File: src/rtl/mem_arbiter_pkg.sv
// rtl/mem_arbiter_pkg.sv - shared types and defaults for the block memory arbiter
package mem_arbiter_pkg;

    localparam int ADDR_W_DEF  = 28;
    localparam int BLOCK_W_DEF = 128;

    typedef enum logic [1:0] {
        ST_IDLE  = 2'd0,
        ST_SERVE = 2'd1,
        ST_DONE  = 2'd2
    } state_t;

    typedef enum logic [1:0] {
        OWN_NONE = 2'd0,
        OWN_I    = 2'd1,
        OWN_D    = 2'd2
    } owner_t;

endpackage

File: src/rtl/mem_arbiter_pick.sv
// rtl/mem_arbiter_pick.sv - winner select between I and D requests (MEM_ARBITER_RR_EN selects round-robin)
module mem_arbiter_pick
    import mem_arbiter_pkg::*;
(
    input  logic req_i,
    input  logic req_d,
`ifdef MEM_ARBITER_RR_EN
    input  logic rr_last_d,
`endif
    output logic gnt_i,
    output logic gnt_d
);

    // On contention choose by tie-break rule, otherwise grant whoever asks
    always_comb begin
        gnt_i = 1'b0;
        gnt_d = 1'b0;
        if (req_i && req_d) begin
`ifdef MEM_ARBITER_RR_EN
            // The side that did not win last time goes first
            gnt_d = !rr_last_d;
            gnt_i = rr_last_d;
`else
            gnt_d = 1'b1;
`endif
        end else begin
            gnt_i = req_i;
            gnt_d = req_d;
        end
    end

endmodule

File: src/rtl/mem_arbiter.sv
// rtl/mem_arbiter.sv - serialises I-cache and D-cache block traffic onto one memory port (MEM_ARBITER_RR_EN: round-robin tie-break)
module mem_arbiter
    import mem_arbiter_pkg::*;
#(
    parameter int ADDR_W  = ADDR_W_DEF,
    parameter int BLOCK_W = BLOCK_W_DEF
) (
    input  logic               CLK,
    input  logic               RESET_N,
    input  logic               I_READ,
    input  logic [ADDR_W-1:0]  I_BLOCK_ADDR,
    output logic               I_BUSYWAIT,
    output logic [BLOCK_W-1:0] I_READDATA,
    input  logic               D_READ,
    input  logic               D_WRITE,
    input  logic [ADDR_W-1:0]  D_BLOCK_ADDR,
    input  logic [BLOCK_W-1:0] D_WRITEDATA,
    output logic               D_BUSYWAIT,
    output logic [BLOCK_W-1:0] D_READDATA,
    output logic               MEM_READ,
    output logic               MEM_WRITE,
    output logic [ADDR_W-1:0]  MEM_BLOCK_ADDR,
    output logic [BLOCK_W-1:0] MEM_WRITEDATA,
    input  logic               MEM_BUSYWAIT,
    input  logic [BLOCK_W-1:0] MEM_READDATA
);

    state_t               state;
    state_t               state_nxt;
    owner_t               owner;
    logic                 seen_busy;
    logic                 g_write;
    logic [ADDR_W-1:0]    g_addr;
    logic [BLOCK_W-1:0]   g_wdata;
    logic [BLOCK_W-1:0]   rbuf;
    logic                 req_i;
    logic                 req_d;
    logic                 gnt_i;
    logic                 gnt_d;
    logic                 complete;
`ifdef MEM_ARBITER_RR_EN
    logic                 rr_last_d;
`endif

    assign req_i    = I_READ;
    assign req_d    = D_READ | D_WRITE;
    assign complete = (state == ST_SERVE) && !MEM_BUSYWAIT && seen_busy;

    mem_arbiter_pick u_pick (
        .req_i     (req_i),
        .req_d     (req_d),
`ifdef MEM_ARBITER_RR_EN
        .rr_last_d (rr_last_d),
`endif
        .gnt_i     (gnt_i),
        .gnt_d     (gnt_d)
    );

    // Stall every requester except the owner during its single DONE cycle
    assign I_BUSYWAIT = RESET_N & req_i & !((state == ST_DONE) && (owner == OWN_I));
    assign D_BUSYWAIT = RESET_N & req_d & !((state == ST_DONE) && (owner == OWN_D));

    // One shared buffer feeds both caches; only the owner looks at it
    assign I_READDATA = rbuf;
    assign D_READDATA = rbuf;

    // State register
    always_ff @(posedge CLK or negedge RESET_N) begin
        if (!RESET_N) begin
            state <= ST_IDLE;
        end else begin
            state <= state_nxt;
        end
    end

    // Next-state and memory-side strobes
    always_comb begin
        state_nxt      = state;
        MEM_READ       = 1'b0;
        MEM_WRITE      = 1'b0;
        MEM_BLOCK_ADDR = '0;
        MEM_WRITEDATA  = '0;
        case (state)
            ST_IDLE: begin
                if (gnt_i || gnt_d) begin
                    state_nxt = ST_SERVE;
                end
            end
            ST_SERVE: begin
                MEM_READ       = !g_write;
                MEM_WRITE      = g_write;
                MEM_BLOCK_ADDR = g_addr;
                MEM_WRITEDATA  = g_wdata;
                if (complete) begin
                    state_nxt = ST_DONE;
                end
            end
            ST_DONE: begin
                state_nxt = ST_IDLE;
            end
            default: begin
                state_nxt = ST_IDLE;
            end
        endcase
    end

    // Grant registers, busy tracking and read buffer
    always_ff @(posedge CLK or negedge RESET_N) begin
        if (!RESET_N) begin
            owner     <= OWN_NONE;
            seen_busy <= 1'b0;
            g_write   <= 1'b0;
            g_addr    <= '0;
            g_wdata   <= '0;
            rbuf      <= '0;
`ifdef MEM_ARBITER_RR_EN
            rr_last_d <= 1'b1;
`endif
        end else begin
            case (state)
                ST_IDLE: begin
                    if (gnt_d) begin
                        owner   <= OWN_D;
                        g_addr  <= D_BLOCK_ADDR;
                        g_wdata <= D_WRITEDATA;
                        // Read and write together is treated as a write-back
                        g_write <= D_WRITE;
                    end else if (gnt_i) begin
                        owner   <= OWN_I;
                        g_addr  <= I_BLOCK_ADDR;
                        g_wdata <= '0;
                        g_write <= 1'b0;
                    end
`ifdef MEM_ARBITER_RR_EN
                    if (gnt_i || gnt_d) begin
                        rr_last_d <= gnt_d;
                    end
`endif
                end
                ST_SERVE: begin
                    if (MEM_BUSYWAIT) begin
                        seen_busy <= 1'b1;
                    end else if (seen_busy) begin
                        seen_busy <= 1'b0;
                        if (!g_write) begin
                            rbuf <= MEM_READDATA;
                        end
                    end
                end
                ST_DONE: begin
                    owner <= OWN_NONE;
                end
                default: begin
                    owner <= OWN_NONE;
                end
            endcase
        end
    end

endmodule

File: config.mk
export PLATFORM = sky130hd
export DESIGN_NAME = mem_arbiter
export DESIGN_NICKNAME = d
export VERILOG_FILES = /design/src/rtl/mem_arbiter_pkg.sv /design/src/rtl/mem_arbiter_pick.sv /design/src/rtl/mem_arbiter.sv
export SDC_FILE = /design/constraint.sdc
export NUM_CORES = 1
export LEC_CHECK = 0
export BUFFER_PORTS_ARGS = -buffer_cell sky130_fd_sc_hd__buf_4
export CAP_MARGIN = 20
export CORE_AREA = 2 2 285 287
export CTS_CLUSTER_SIZE = 30
export DETAILED_ROUTE_END_ITERATION = 8
export DIE_AREA = 0 0 287 289
export HOLD_SLACK_MARGIN = 0.02
export SLEW_MARGIN = 0
export SYNTH_ARGS = -nofsm -noshare
export SYNTH_HDL_FRONTEND = slang
export SYNTH_SLANG_ARGS = --single-unit
File: constraint.sdc
create_clock -name CLK -period 3 [get_ports CLK]
set_input_delay 0.75 -clock CLK [delete_from_list [all_inputs] [get_ports CLK]]
set_output_delay 0.75 -clock CLK [all_outputs]
set_load 0.05 [all_outputs]
## Yosys cells after proc, flatten, opt, wreduce, memory -nomap -nowiden

Cells that the tools add are included.

| storage, ports and cells | value |
|---|---|
| register bits after elaboration | 290 |
| logic and storage cells | 57 |
| bits of input ports | 318 |
| output and inout port bits | 416 |

| cells by class | value |
|---|---|
| mux-type cells | 19 |
| reduce and logical (&&, ||, !) cells | 16 |
| bitwise operators | 8 |
| eq/ne operators | 7 |

Operator list:

| operator | count |
|---|---|
| 128-bit 2-to-1 mux | 3 |
| 28-bit 2-to-1 mux | 3 |
| 2-bit 2-to-1 mux | 4 |
| 2-bit one-hot mux with 2 select lines | 2 |
| 1-bit 2-to-1 mux | 7 |
| 2-bit AND reduction | 3 |
| 1-bit logical AND | 5 |
| 1-bit AND | 4 |
| 2-bit by 1-bit == test with 1-bit output (second input constant) | 2 |
| 2-bit == test (second input constant) | 2 |
| 1-bit logical NOT | 4 |
| 2-bit inequality test (second input constant) | 2 |
| 4-bit AND reduction | 1 |
| 3-bit inequality test (second input constant) | 1 |
| 1-bit inverter | 3 |
| 2-bit logical NOT | 1 |
| 2-bit nonzero test | 1 |
| 1-bit logical OR | 1 |
| 1-bit OR | 1 |

## Longest topological paths before layout

| depth | value |
|---|---|
| word-level depth | 6 |
| gate-level depth with buffers | 6 |

## Cells and area by module

Synthesis repeated with hierarchy kept, for this count alone.

| unflattened totals | value |
|---|---|
| cells, all modules | 982 |
| area total of the unflattened synthesis | 12,944.9 um2 |

Modules (own cells, without submodules):

| module | times used | area an instance (um2) | cells an instance |
|---|---|---|---|
| mem_arbiter | 1 | 12,934.9 | 980 |
| mem_arbiter_pick | 1 | 10.0 | 2 |

## Least setup slack after synthesis

Ideal clock, no wire load.

| timing path | value |
|---|---|
| path kind | input-to-output |
| start point | input port D_WRITE |
| end point | output port D_BUSYWAIT |
| data required time | 2.250 ns |
| arrival | 1.654 ns |
| path buffers | 0 |
| path slack | 0.596 ns |
| stages on the path | 2 |
| cells stage by stage | o21ai_0 > a41oi_1 |

| on the way | value |
|---|---|
| longest elaborated chain between the ends | 3 |

RTL lines:

| item | line | source |
|---|---|---|
| from (decl) | mem_arbiter.sv:15 | `input logic D_WRITE,` |
| 1-bit OR | mem_arbiter.sv:46 | `assign req_d = D_READ \| D_WRITE;` |
| 1-bit AND (2 in a row) | mem_arbiter.sv:61 | `assign D_BUSYWAIT = RESET_N & req_d & !((state == ST_DONE) && (owner == OWN_D));` |
| to (decl) | mem_arbiter.sv:18 | `output logic D_BUSYWAIT,` |

Every way passes these cells.

## Final worst setup path

| timing path | value |
|---|---|
| start point | input port RESET_N |
| end point | output port D_BUSYWAIT |

| on the way | value |
|---|---|
| longest elaborated chain between the ends | 2 |

RTL lines:

| item | line | source |
|---|---|---|
| from (decl) | mem_arbiter.sv:9 | `input logic RESET_N,` |
| 1-bit AND (2 in a row) | mem_arbiter.sv:61 |  |

Every way passes these cells.

==> results by group <==
Synth
  – Syn Nets: 1,299
  – Cells after Synth: 981
  – Yosys top cell by area: dfrtp_1
  – Most numerous cell in the Yosys netlist: dfrtp_1
  – Part of the Yosys area used for sequential elements: 55.7%
  – Mapped Avg Cell Area: 13.3 um2
  – Cell variety after synth: 22
  – Dominant synthesized flop cell: dfrtp_1
  – Post-synth EDFFs: 0
  – #FFs+latches synth: 290
  – Synth top area share: between 50% and 60%
  – Synth warn: 0
  – Ys async rst share: 100%
  – Mapped Area: 13,000 um2
  – Most frequent cells after synthesis: dfrtp_1 (290), mux2_2 (185), and2_1 (157)
  – Synth area leaders: dfrtp_1 (56%), mux2_2 (16%), a22o_1 (8.6%)

Floorplanning
  – Initial core utilization: 16.3%
  – # rows: between 100 and 150
  – Die H: 289 um
  – Core Area: 79,900 um2
  – Die Area: 82,900 um2
  – Die width: 287 um
  – IO Count: 734

Route
  – DR pass1 iterations: 4
  – WL per Instance: 19.8 um
  – Antenna-violating nets left: 0
  – Final wirelength: 53,000 um
  – Total vias in the final route: 10,100
  – Vias per inst: 3.77
  – DR iter-0 viols: 384
  – DRC viols: 0

Placed design
  – Placer congestion estimate: 0.910
  – Area after DPL: about 19,000 um2
  – IO Port Bufs: 733
  – DP Wirelength: 41,500 um
  – Cells after DPL: 2,601

Critical path
  – CP cell instances: dlygate4sd3_1 -> buf_8 -> o21ai_0 -> a41oi_1 -> buf_4
  – Crit-path max FO: 10
  – WS Path Type: input pin to output port
  – Nature of the critical path endpoint: output port
  – Buf+Inv Stages, Crit Path: 3
  – WP data required: between 2 and 2.5 ns
  – CP top delay family: buffers and inverters
  – Slowest CP cell: dlygate4sd3_1
  – Startpoint Class: input pin
  – Max incr delay on CP: approximately 0.56 ns
  – Worst path arrival time: roughly 2.1 ns

Global route
  – Vias in the first global route: about 11,000
  – Largest net degree at the start of global routing: 126
  – Antenna violations before repair: 17
  – Met3 Use GR: 4.00%
  – Global routing usage on met2: about a fifth
  – GRT overflow: 0
  – GRT busiest layer: met2
  – GRT Resource Usage Total: 12.0%
  – First-pass GRT wire length: 72,900 um
  – Met1 GRT Util: 13.8%

Finish
  – Layout Nets: 1,901
  – Design Area, Final: ~20,000 um2
  – Layout Cells excl Fill: between 2,000 and 3,000
  – Layout cells sized above 1: 62.4%
  – Area Growth Syn to Fin: 53.5%

Timing
  – Hold Fails Final Rpt: 0
  – Maximum clock rate: 352 MHz
  – Setup violators final: 0
  – RSZ-0062 raised after global routing: false
  – Hold WS: 0.408 ns
  – Min cycle time layout: 2.84 ns
  – Setup TNS: 0 ns
  – Final max-slew violation count: 0
  – Relative slew slack: 36.5%
  – Post-route clock period utilization: 94.8%
  – Worst Skew: 0.0206 ns
  – Worst Tran Pin Value: 0.953 ns

Clock network
  – Htree depth: 2
  – Clock root cell: clkbuf_16
  – Clock-pin slew on the worst setup and hold paths: 0.05 ns
  – Num CTS Buffers: 38
  – CTS tree: done
  – Clock Path Buffers: 3
  – Sink Count: between 200 and 300
  – Clk_lat worst skew: about 0.54 ns

Run
  – Max-Cap Viols: 0

Hold path
  – Hold Crit Class: input pin to flop

Run status
  – Status: completed
[placed cells by master, fill, tap and decap left out, types with 2 or more instances in the layout]
master / count
buf_4: 744
and2_1: 157
diode_2: 5
clkbuf_8: 7
dfrtp_1: 290
inv_6: 2
nand2_1: 6
bufinv_16: 3
nand2b_1: 2
a22o_1: 128
inv_1: 3
nor2_1: 4
clkinv_2: 6
clkbuf_1: 7
buf_12: 9
clkbuf_16: 39
a41oi_1: 2
mux2_2: 185
[sequential cells by signal, indices dropped and copies added (netlist names)]
| register | cells |
|---|---|
| D_READDATA | 128 |
| g_write | 1 |
| state | 2 |
| g_addr | 28 |
| owner | 2 |
| seen_busy | 1 |
| g_wdata | 128 |
[stage by stage]
step	setup WS [ns]	util (%)
after floorplan	0.596	-
after global placement	0.663	23.4
after detailed placement	0.609	23.4
after CTS	0.000804	25.0
after global routing	0.0315	25.0
final	0.155	25.0
[final cells by class]
| cell class | count | area (um2) |
|---|---|---|
| diodes | 5 | 12.5 |
| clock buffers | 53 | 1100 |
| clock inverters | 12 | 146 |
| fillers | 8405 | 59900 |
| inverters | 3 | 11.3 |
| multi-input cells | 494 | 4340 |
| flip-flops and latches | 290 | 7260 |
| well taps | 1060 | 1330 |
| repair buffers | 756 | 5800 |
[tightest hold or removal path, stage by stage]
cell	delay, ns
buf_4	0.08
nand2_1	0.04
nand2_1	0.05
[per-layer routing]
layer / vias up / wire (um)
li1: 4476 / -
met1: 5014 / 20100
met2: 503 / 25800
met3: 87 / 4870
met4: 6 / 2180
met5: - / 41
[final timing paths]
check	startpoint	to	slack (ns)	depth (start not counted)
max	RESET_N	D_BUSYWAIT	0.16	5
min	MEM_BUSYWAIT	seen_busy$_DFFE_PN0N_	0.41	3
max reg2reg	state[1]$_DFFE_PN0P_	D_READDATA[67]$_DFFE_PN0P_	0.81	5
min reg2reg	seen_busy$_DFFE_PN0N_	seen_busy$_DFFE_PN0N_	0.48	2
max in group asynchronous	RESET_N	g_wdata[107]$_DFFE_PN0P_	0.92	4
min in group asynchronous	RESET_N	g_addr[18]$_DFFE_PN0P_	0.59	2
[cell families (layout without fill, tap and decap cells)]
logic type             after synthesis  in the layout  synth area share, %
DFF                                290            290                 55.7
buffers and inverters              197            824                 11.1
muxes                              185            185                 16.0
and+or+nand+nor                    176            176                 8.26
AOI/OAI and AO/OA                  133            133                 8.90
other                                0              5                    0
[repair_timing]
| action | CTS | global route |
|---|---|---|
| hold endpoints to repair | 6 | 0 |
| setup buffers | 0 | 1 |
| endpoints found under the setup margin | 0 | 48 |
| gates resized for setup | 0 | 1 |
| hold buffers | 1 | 0 |
Power is left out: the tool's default activity adds up to more than one toggle a clock period on the data nets, which glitch-free logic cannot reach.
